## config.mk

```make
export PLATFORM = sky130hd
export DESIGN_NAME = hazard_interlock
export DESIGN_NICKNAME = d
export VERILOG_FILES = /design/src/rtl/hazard_interlock_pkg.sv /design/src/rtl/hazard_interlock_reg_pending_counter.sv /design/src/rtl/hazard_interlock.sv
export SDC_FILE = /design/constraint.sdc
export NUM_CORES = 1
export LEC_CHECK = 0
export CELL_PAD_IN_SITES_DETAIL_PLACEMENT = 0
export CELL_PAD_IN_SITES_GLOBAL_PLACEMENT = 1
export CORE_ASPECT_RATIO = 0.9
export CORE_MARGIN = 4
export CORE_UTILIZATION = 25
export CTS_BUF_LIST = sky130_fd_sc_hd__clkbuf_4
export DETAILED_ROUTE_END_ITERATION = 10
export PLACE_DENSITY_LB_ADDON = 0.1
export SLEW_MARGIN = 20
export SYNTH_ARGS = -nofsm -noshare
export SYNTH_HDL_FRONTEND = slang
export SYNTH_HIERARCHICAL = 1
export SYNTH_SLANG_ARGS = --single-unit
```

## constraint.sdc

```tcl
create_clock -name clock -period 5.7 [get_ports clock]
set_clock_uncertainty 0.1 [all_clocks]
set_input_delay 1.14 -clock clock [delete_from_list [all_inputs] [get_ports clock]]
set_output_delay 1.14 -clock clock [all_outputs]
set_load 0.02 [all_outputs]
```

## src/rtl/hazard_interlock_pkg.sv

```systemverilog
// Shared constants for the register-dependency scoreboard.
// Also holds instruction-word field positions used by decode.
package hazard_interlock_pkg;

    localparam logic [4:0] REG_ZERO = 5'd0;
    localparam int NUM_REGS = 32;
    localparam int REG_W = 5;

    // Field positions of rs/rt/rd in the instruction word
    localparam int RS_LSB = 21;
    localparam int RT_LSB = 16;
    localparam int RD_LSB = 11;

    // Bits needed to hold 0..max_inflight
    function automatic int cnt_width(input int max_inflight);
        return $clog2(max_inflight + 1);
    endfunction

endpackage

```

## src/rtl/hazard_interlock_reg_pending_counter.sv

```systemverilog
// Pending-write counter for one architectural register.
// Retirement of an empty counter is held at 0 and flagged.
module reg_pending_counter #(
    parameter int CW = 2
) (
    input  logic          clock,
    input  logic          reset,
    input  logic          i_inc,
    input  logic          i_ret,
    output logic [CW-1:0] o_count,
    output logic [CW-1:0] o_count_nxt,
    output logic          o_underflow
);

    logic [CW-1:0] r_cnt;
    logic          w_dec;
    logic [CW-1:0] w_nxt;

    // Next count: a retire only decrements a non-empty counter
    always_comb begin
        w_dec = i_ret & (r_cnt != '0);
        w_nxt = r_cnt + CW'(i_inc) - CW'(w_dec);
    end

    // Count register
    always_ff @(posedge clock) begin
        if (reset) r_cnt <= '0;
        else       r_cnt <= w_nxt;
    end

    assign o_count     = r_cnt;
    assign o_count_nxt = w_nxt;
    assign o_underflow = i_ret & (r_cnt == '0);

endmodule

```

## src/rtl/hazard_interlock.sv

```systemverilog
// Register-dependency scoreboard beside decode.
// Stalls on RAW hazards and on saturated per-register write counts.
module hazard_interlock
    import hazard_interlock_pkg::*;
#(
    parameter int MAX_INFLIGHT = 3,
    parameter int BYPASS_WB    = 1,
    parameter int TIMEOUT      = 64
) (
    input  logic       clock,
    input  logic       reset,
    input  logic       dec_valid,
    input  logic [4:0] dec_rs,
    input  logic [4:0] dec_rt,
    input  logic       dec_uses_rs,
    input  logic       dec_uses_rt,
    input  logic [4:0] dec_rd,
    input  logic       dec_writes_rd,
    input  logic [4:0] wb_rd,
    input  logic       wb_we,
    output logic       stall,
    output logic       issue,
    output logic       underflow_err,
    output logic       deadlock_err,
    output logic       pending_any
);

    localparam int CW = cnt_width(MAX_INFLIGHT);

    logic [CW-1:0] w_cnt [NUM_REGS];
    logic [CW-1:0] w_nxt [NUM_REGS];
    logic          w_uf  [NUM_REGS];

    logic r_underflow;
    logic r_deadlock;
    logic r_pending;
    logic [7:0] r_run;

    logic w_raw_rs;
    logic w_raw_rt;
    logic w_waw_full;
    logic w_stall;
    logic w_any_nxt;
    logic w_any_uf;

    assign w_cnt[0] = '0;
    assign w_nxt[0] = '0;
    assign w_uf[0]  = 1'b0;

    for (genvar r = 1; r < NUM_REGS; r++) begin : g_cnt
        logic w_inc;
        logic w_ret;
        assign w_inc = issue & dec_writes_rd & (dec_rd == 5'(r));
        assign w_ret = wb_we & (wb_rd == 5'(r));
        reg_pending_counter #(.CW(CW)) u_cnt (
            .clock       (clock),
            .reset       (reset),
            .i_inc       (w_inc),
            .i_ret       (w_ret),
            .o_count     (w_cnt[r]),
            .o_count_nxt (w_nxt[r]),
            .o_underflow (w_uf[r])
        );
    end

    // Hazard compare; a same-cycle retirement bypasses one pending write
    always_comb begin
        logic [CW-1:0] w_c_rs;
        logic [CW-1:0] w_c_rt;
        logic          w_b_rs;
        logic          w_b_rt;
        w_c_rs = w_cnt[dec_rs];
        w_c_rt = w_cnt[dec_rt];
        w_b_rs = (BYPASS_WB != 0) & wb_we & (wb_rd == dec_rs);
        w_b_rt = (BYPASS_WB != 0) & wb_we & (wb_rd == dec_rt);
        w_raw_rs = dec_uses_rs & (dec_rs != REG_ZERO) & (w_c_rs != '0)
                 & !(w_b_rs & (w_c_rs == CW'(1)));
        w_raw_rt = dec_uses_rt & (dec_rt != REG_ZERO) & (w_c_rt != '0)
                 & !(w_b_rt & (w_c_rt == CW'(1)));
        w_waw_full = dec_writes_rd & (dec_rd != REG_ZERO)
                   & (w_cnt[dec_rd] == CW'(MAX_INFLIGHT))
                   & !(wb_we & (wb_rd == dec_rd));
        w_stall = dec_valid & (w_raw_rs | w_raw_rt | w_waw_full);
    end

    // Reduce next-state counts and underflow strobes
    always_comb begin
        w_any_nxt = 1'b0;
        w_any_uf  = 1'b0;
        for (int r = 1; r < NUM_REGS; r++) begin
            w_any_nxt = w_any_nxt | (w_nxt[r] != '0);
            w_any_uf  = w_any_uf | w_uf[r];
        end
    end

    // Stall-run timer, sticky error flags and pending summary
    always_ff @(posedge clock) begin
        if (reset) begin
            r_run       <= '0;
            r_underflow <= 1'b0;
            r_deadlock  <= 1'b0;
            r_pending   <= 1'b0;
        end else begin
            if (!w_stall)           r_run <= '0;
            else if (r_run != 8'hFF) r_run <= r_run + 8'd1;
            if (w_any_uf) r_underflow <= 1'b1;
            if (w_stall && r_run == 8'(TIMEOUT - 1)) r_deadlock <= 1'b1;
            r_pending <= w_any_nxt;
        end
    end

    assign stall         = w_stall;
    assign issue         = dec_valid & !w_stall;
    assign underflow_err = r_underflow;
    assign deadlock_err  = r_deadlock;
    assign pending_any   = r_pending;

endmodule

```

* After elaboration in Yosys (flattened, before gate mapping)
Cells that the tools add are included.
** Word-level totals
- Flip-flop bits (word level) :: 73
- Bits of input ports :: 27
- Output and inout port bits :: 5
** Operators by class
- Add/sub/neg operators :: 63
- Magnitude comparators :: 3
- Equality and inequality tests :: 70
- Muxes and demuxes :: 9
- Bitwise logic cells :: 207
- Reduce and logical (&&, ||, !) cells :: 104
** Operator list (count)
- 5-bit equality test, second input constant :: 32
- 1-bit AND :: 141
- 2-bit nonzero test :: 64
- 5-bit by 4-bit equality test with 1-bit output, second input constant :: 16
- 2-bit by 1-bit adder with 2-bit output :: 31
- 2-bit logical NOT :: 31
- 1-bit OR :: 62
- 2-bit by 1-bit subtractor with 2-bit output :: 31
- 5-bit by 3-bit equality test with 1-bit output, second input constant :: 8
- 2-bit binary-select mux with 5-bit select :: 3
- 5-bit by 2-bit equality test with 1-bit output, second input constant :: 4
- 6-bit greater-or-equal comparator, second input constant :: 3
- 5-bit inverter with 6-bit output :: 3
- 5-bit equality test :: 3
- 5-bit nonzero test :: 3
- 2-bit 2-to-1 mux :: 6
- 5-bit by 1-bit equality test with 1-bit output, second input constant :: 2
- 8-bit by 1-bit adder with 8-bit output, second input constant :: 1
- 8-bit by 6-bit equality test with 1-bit output, second input constant :: 1
- 8-bit != test, second input constant :: 1
- 2-bit by 1-bit equality test with 1-bit output, second input constant :: 2
- 1-bit logical NOT :: 4
- 2-bit equality test, second input constant :: 1
- 2-bit OR reduction :: 1
- 2 further kinds :: 2

* Logic depth before layout (Yosys ltp)
- Depth in word-level cells :: 48
- Mapped depth :: 18
- Mapped depth without buffers :: 14

* By module
The synthesis kept the hierarchy.
** Modules (own cells, without submodules)
- reg_pending_counter :: times used 31, cells an instance 14, area an instance 132.6 µm², seq. area each 40.0 µm²
- hazard_interlock :: times used 1, cells an instance 399, area an instance 2995.4 µm², seq. area each 220.2 µm²

* Least setup slack after synthesis
OpenSTA, ideal clock, no wires.
- Path type :: input to register
- Start point :: input port dec_rt[1]
- End point :: register r_pending (netlist: pending_any)
- Setup time :: 0.121 ns
- Data arrival time :: 4.067 ns
- Required time :: 5.479 ns
- Slack :: 1.412 ns
- Cell stages on the path :: 17
- Buffers on the path :: 3
- Cells stage by stage :: buf_6 buf_6 mux4_2 a22oi_1 nand2_1 o221ai_1 o31a_1 nand3_2 buf_2 nor4_1 ha_1 xnor2_1 xnor2_1 nor4_1 nand4_1 nor4_1 nor2_1
** RTL lines
- from (decl) :: RTL line hazard_interlock.sv:14 : input logic [4:0] dec_rt,
- to (signal assigned) :: RTL line hazard_interlock.sv:108 : r_pending <= w_any_nxt;
- to (decl) :: RTL line hazard_interlock.sv:36 : logic r_pending;

* Worst setup path after layout
- Start point :: input port dec_rt[1]
- End point :: output port stall
** Between the ends
- Word-level cells in the longest chain between the ends :: 11
- Elaborated cells between the ends (all ways) :: 17
- Classes of those cells :: 2 x eq/ne; 3 x mux; 9 x bitwise; 3 x reduce/logical
** RTL lines
- 5-bit inverter with 6-bit output (implied by the code) :: RTL line hazard_interlock.sv:73 : w_c_rt = w_cnt[dec_rt];
- 2-bit binary-select mux with 5-bit select :: RTL line hazard_interlock.sv:73
- 2-bit 2-to-1 mux (implied by the code) (2 in a row) :: RTL line hazard_interlock.sv:73
- 2-bit by 1-bit equality test with 1-bit output :: RTL line hazard_interlock.sv:79 : & !(w_b_rt & (w_c_rt == CW'(1)));
- 1-bit AND :: RTL line hazard_interlock.sv:79
- 1-bit logical NOT :: RTL line hazard_interlock.sv:79
- 1-bit AND (*) :: RTL line hazard_interlock.sv:79
- 1-bit OR (*) (2 in a row) :: RTL line hazard_interlock.sv:83 : w_stall = dec_valid & (w_raw_rs | w_raw_rt | w_waw_full);
- 1-bit AND (*) :: RTL line hazard_interlock.sv:83
- to (decl) :: RTL line hazard_interlock.sv:21 : output logic stall,
Mark *: on every way between the ends. The rest lies on a longest branch, timed or not. The select of a mux whose other input is x is not followed.

==> results by stage <==
Run status:
- The run finished with clean final reports.

Yosys:
- Ranked by total cell area, the synthesized netlist is headed by dfxtp_1 (21%), ha_1 (11%), xnor2_1 (8.1%), mux4_2 (7.3%), nor2b_1 (6.2%).
- The share of the Yosys chip area taken by registers is 20.56%.
- The biggest area consumer among synthesized cells is dfxtp_1.
- After synthesis, the netlist uses between 40 and 50 different library cells.
- In this run, synthesis produced a sequential element count of between 70 and 80.
- After synthesis, the share of flip-flops with an asynchronous set or reset is 0%.
- The Yosys step of the flow raised 6 warnings.
- The most used standard cell by instance count after synthesis is dfxtp_1.
- The cell area that synthesis handed to floorplanning was between 0.007 and 0.008 mm2.
- The average footprint of a synthesized cell is between 8 and 9 um2.
- Synthesis produced a netlist with a net count of between 900 and 1,000.
- In the synthesized netlist the dominant register cell turns out to be dfxtp_1.
- Synthesis handed over a netlist of 833 instances.
- After synthesis, the most frequently instantiated cells are dfxtp_1 (73), nor2b_1 (70), inv_1 (69).
- Yosys mapped a number of flops with a built-in enable equal to 0.
- The share of the synthesized area in the top cell type is 20.56%.

Critical path:
- For this run, the slowest stage of the critical path takes about 0.6 ns.
- The worst flop-to-flop path endpoint is pending_any$_SDFF_PP0_.
- The number of buffer and inverter instances along the worst setup path is 5.
- The worst setup slack for register-to-register paths is 1.28 ns.
- The data required time at the worst endpoint is 4.46 ns.
- The arrival time of the worst setup path is 4.28 ns.
- The kind of launch point of the worst setup path is an input port.
- The worst register-to-register path has a depth of 17.
- The cell family with the largest share of critical-path delay is buffers and inverters.
- The most critical setup path has its endpoint at stall.
- The number of cells on the critical path is 12.
- Traced cell by cell, the critical path runs through clkdlybuf4s50_1, buf_12, buf_4, mux2i_1, mux4_2, nand2b_1, a21oi_1, o31a_1, nand3_2, buf_12, and2_1, clkdlybuf4s50_1.
- The startpoint-to-endpoint class of the critical path is in -> out.
- The maximum fanout encountered on the critical timing path is 24.
- The cell with the biggest individual delay on the critical path is clkdlybuf4s50_1.
- The worst register-to-register path begins at g_cnt[31].u_cnt/o_count[1]$_SDFF_PP0_.
- The category of the worst setup path capture point is an output port.
- The worst setup path startpoint is dec_rt[1].

Global route:
- The maximum number of pins on one net before global-route repair is 61.
- The initial antenna violation count is 1.
- The global-route usage over all layers is 17.24%.
- The first global-routing pass estimated about 40 mm of wire.
- The number of global-route vias before repair is 6,089.
- The leftover overflow at the end of global routing is 0.

Detailed routing:
- The remaining design rule violation count is 0.
- In this run, the number of DRC markers left after iteration 0 of detailed routing was 368.
- In this run the remaining antenna-violating nets after routing total 0.
- Using the TritonRoute via totals, the vias-per-cell ratio works out to between 4 and 5.
- In the final routed layout, each cell accounts on average for 21.18 um.
- For this run, the detailed router's first-pass iteration total came to 5.
- The number of vias in the routed layout is 6,155.
- After detailed routing, the total wire length is 26.71 mm.

Timing:
- In the finished design, the share of the clock period the worst path needs comes to 96.76%.
- The total negative setup slack is 0 ns.
- The maximum clock frequency is 181.3 MHz.
- The actual slew at the worst max-slew pin is 0.7502 ns.
- The hold violation total from the final report is 0.
- Counting I/O delays and the setup requirement, the final critical path takes roughly 5.5 ns.
- The final number of max-transition violations came to 0.
- Setup repair after global routing left no endpoint under its margin.
- The final count of negative-setup-slack endpoints is 0.
- Setup slack closes at 0.1844 ns.
- The worst pin sits at a relative slew slack of between 40% and 50%.
- The tightest hold path in the finished design has a slack of 0.4243 ns.

Clock network:
- The root cell of the clock tree is clkbuf_4.
- The clock buffer count from CTS is 9.
- TritonCTS built the clock tree.
- The worst-case clock buffer depth is 2.
- Once the clock tree was built, the setup fixing pass inserted 0 buffers.
- The CTS H-tree depth is 3.
- The CTS sink count is 73.
- Clock-pin slew was measured on the worst setup and hold paths at between 0.1 and 0.15 ns.
- The count of instances resized after the clock tree is built is 0.
- The number of buffers inserted for hold repair after clock tree synthesis is 0.
- The clock latency reported for the late side of the worst-skew pair is 0.49 ns.

Die:
- The initial standard-cell utilization of the core is 25.37%.
- After floorplanning, the core was divided into 58 placement rows.
- The number of top-level pins is 32.
- The width of the die is 185.7 um.
- The die covers 0.03119 mm2.
- The floorplan core area is 0.02801 mm2.
- Measured along the y axis, the die boundary spans about 170 um.

Layout:
- The area of the multi-input gates is roughly 0.0052 mm2.
- The area of all placed cells without fillers is 0.008332 mm2.
- For this run, the post-layout net count is 985.
- The combined flip-flop and latch cell area is 0.001461 mm2.
- The area overhead of the layout relative to synthesis is 17.24%.
- Cells fill 29.74% of the core in the end.
- The filler cells instantiated in the layout total 3,059.
- In the final layout, the share of cells above drive strength 1 is 15.33%.

Pwr:
- Cell internal power was estimated by the tool at 0.0007474 W.
- The switching power as a share of total power is 32.78%.
- VDD sags by at most 101.9 uV.
- In this run the power density over the cells is 133.5 mW/mm2.
- Sequential cells account for 46.7% of the total power.
- The share of total power dissipated in the clock network is between 30% and 40%.
- Of the total power, combinational logic draws about a fifth.
- The standby leakage power is 3.398 nW.
- The analysis attributes to net switching a power of 0.0003645 W.

Place:
- The last weighted congestion value of the routability-driven placer is approximately 0.86.
- The placed wire-length estimate is about 21 mm.
- The port buffer count is 31.
- At the placement stage, the worst setup path has a slack of -0.1522 ns.
- Once placement finished, the instance area stood at about 0.0082 mm2.

Job:
- Max-cap violations in this run came to 0.

Hold path:
- The path class of the tightest hold or removal check is reg -> reg.
==> power groups by stage <==
| stage | clock [W] | combinational, W | sequential, W |
|---|---|---|---|
| final | 0.000372 | 0.000221 | 0.000519 |
| after global routing | 0.000425 | 0.000237 | 0.000520 |
| after CTS | 0.000407 | 0.000223 | 0.000520 |
| after detailed placement | 0 | 0.000222 | 0.000531 |
| after global placement | 0 | 0.000223 | 0.000531 |
| after floorplan | 0 | 0.000113 | 0.000531 |
==> logic make-up (layout without fill, tap and decap cells) <==
family | Yosys count | count (layout) | synth area share (%)
flops | 73 | 73 | 20.56
other cells | 0 | 1 | 0
simple gates | 350 | 350 | 27.62
mux | 88 | 88 | 17.11
fa+ha+maj | 63 | 63 | 11.09
xor+xnor | 81 | 81 | 9.982
compound gates | 73 | 73 | 7.254
buf+inv | 105 | 172 | 6.373
==> cell type report <==
type                       count  area share (%)
clock inverter                 5          0.6608
inverter                      69           3.109
tap                          360           5.406
sequential                    73           17.54
multi-input combinational    655           62.32
clock buffer                  11          0.9911
timing repair buffer          87           9.941
antenna                        1         0.03003
==> cells in the final DEF (no fill, tap or decap), types with 30 or more instances in the layout <==
master            n
buf_4            49
clkdlybuf4s50_1  30
dfxtp_1          73
ha_1             63
inv_1            69
mux2_2           38
nor2_1           68
nor2b_1          70
nor3b_1          41
nor4_1           45
o21a_1           31
xnor2_1          66
==> per-layer routing <==
metal	track usage, %	share of wire [%]	up-vias
li1	-	-	3075
met1	26.23	52	2919
met2	24.07	40	135
met3	4.364	5.5	26
met4	4.340	1.6	0
met5	0	0	-
==> flip-flops by register name, summed over array words and instances (netlist names) <==
| signal | flops |
|---|---|
| pending_any | 1 |
| deadlock_err | 1 |
| g_cnt.u_cnt/o_count | 62 |
| r_run | 8 |
| underflow_err | 1 |
==> stage by stage <==
step	total power [W]	cells
2_1_floorplan	0.0006434	833
3_3_place_gp	0.0007536	1244
3_5_place_dp	0.0007526	1244
4_1_cts	0.001149	1260
5_1_grt	0.001182	1261
6_report	0.001112	1261
==> worst min-delay path by stage <==
stage / start / end / slack [ns] / depth (start not counted)
floorplan: r_run[1]$_SDFFE_PP0P_ / r_run[1]$_SDFFE_PP0P_ / 0.42 / 2
global placement: deadlock_err$_SDFFE_PP0P_ / deadlock_err$_SDFFE_PP0P_ / 0.40 / 1
detailed placement: deadlock_err$_SDFFE_PP0P_ / deadlock_err$_SDFFE_PP0P_ / 0.37 / 1
CTS: deadlock_err$_SDFFE_PP0P_ / deadlock_err$_SDFFE_PP0P_ / 0.42 / 1
global route: deadlock_err$_SDFFE_PP0P_ / deadlock_err$_SDFFE_PP0P_ / 0.45 / 1
finish: deadlock_err$_SDFFE_PP0P_ / deadlock_err$_SDFFE_PP0P_ / 0.42 / 1
Power figures use the tool's default switching activity.
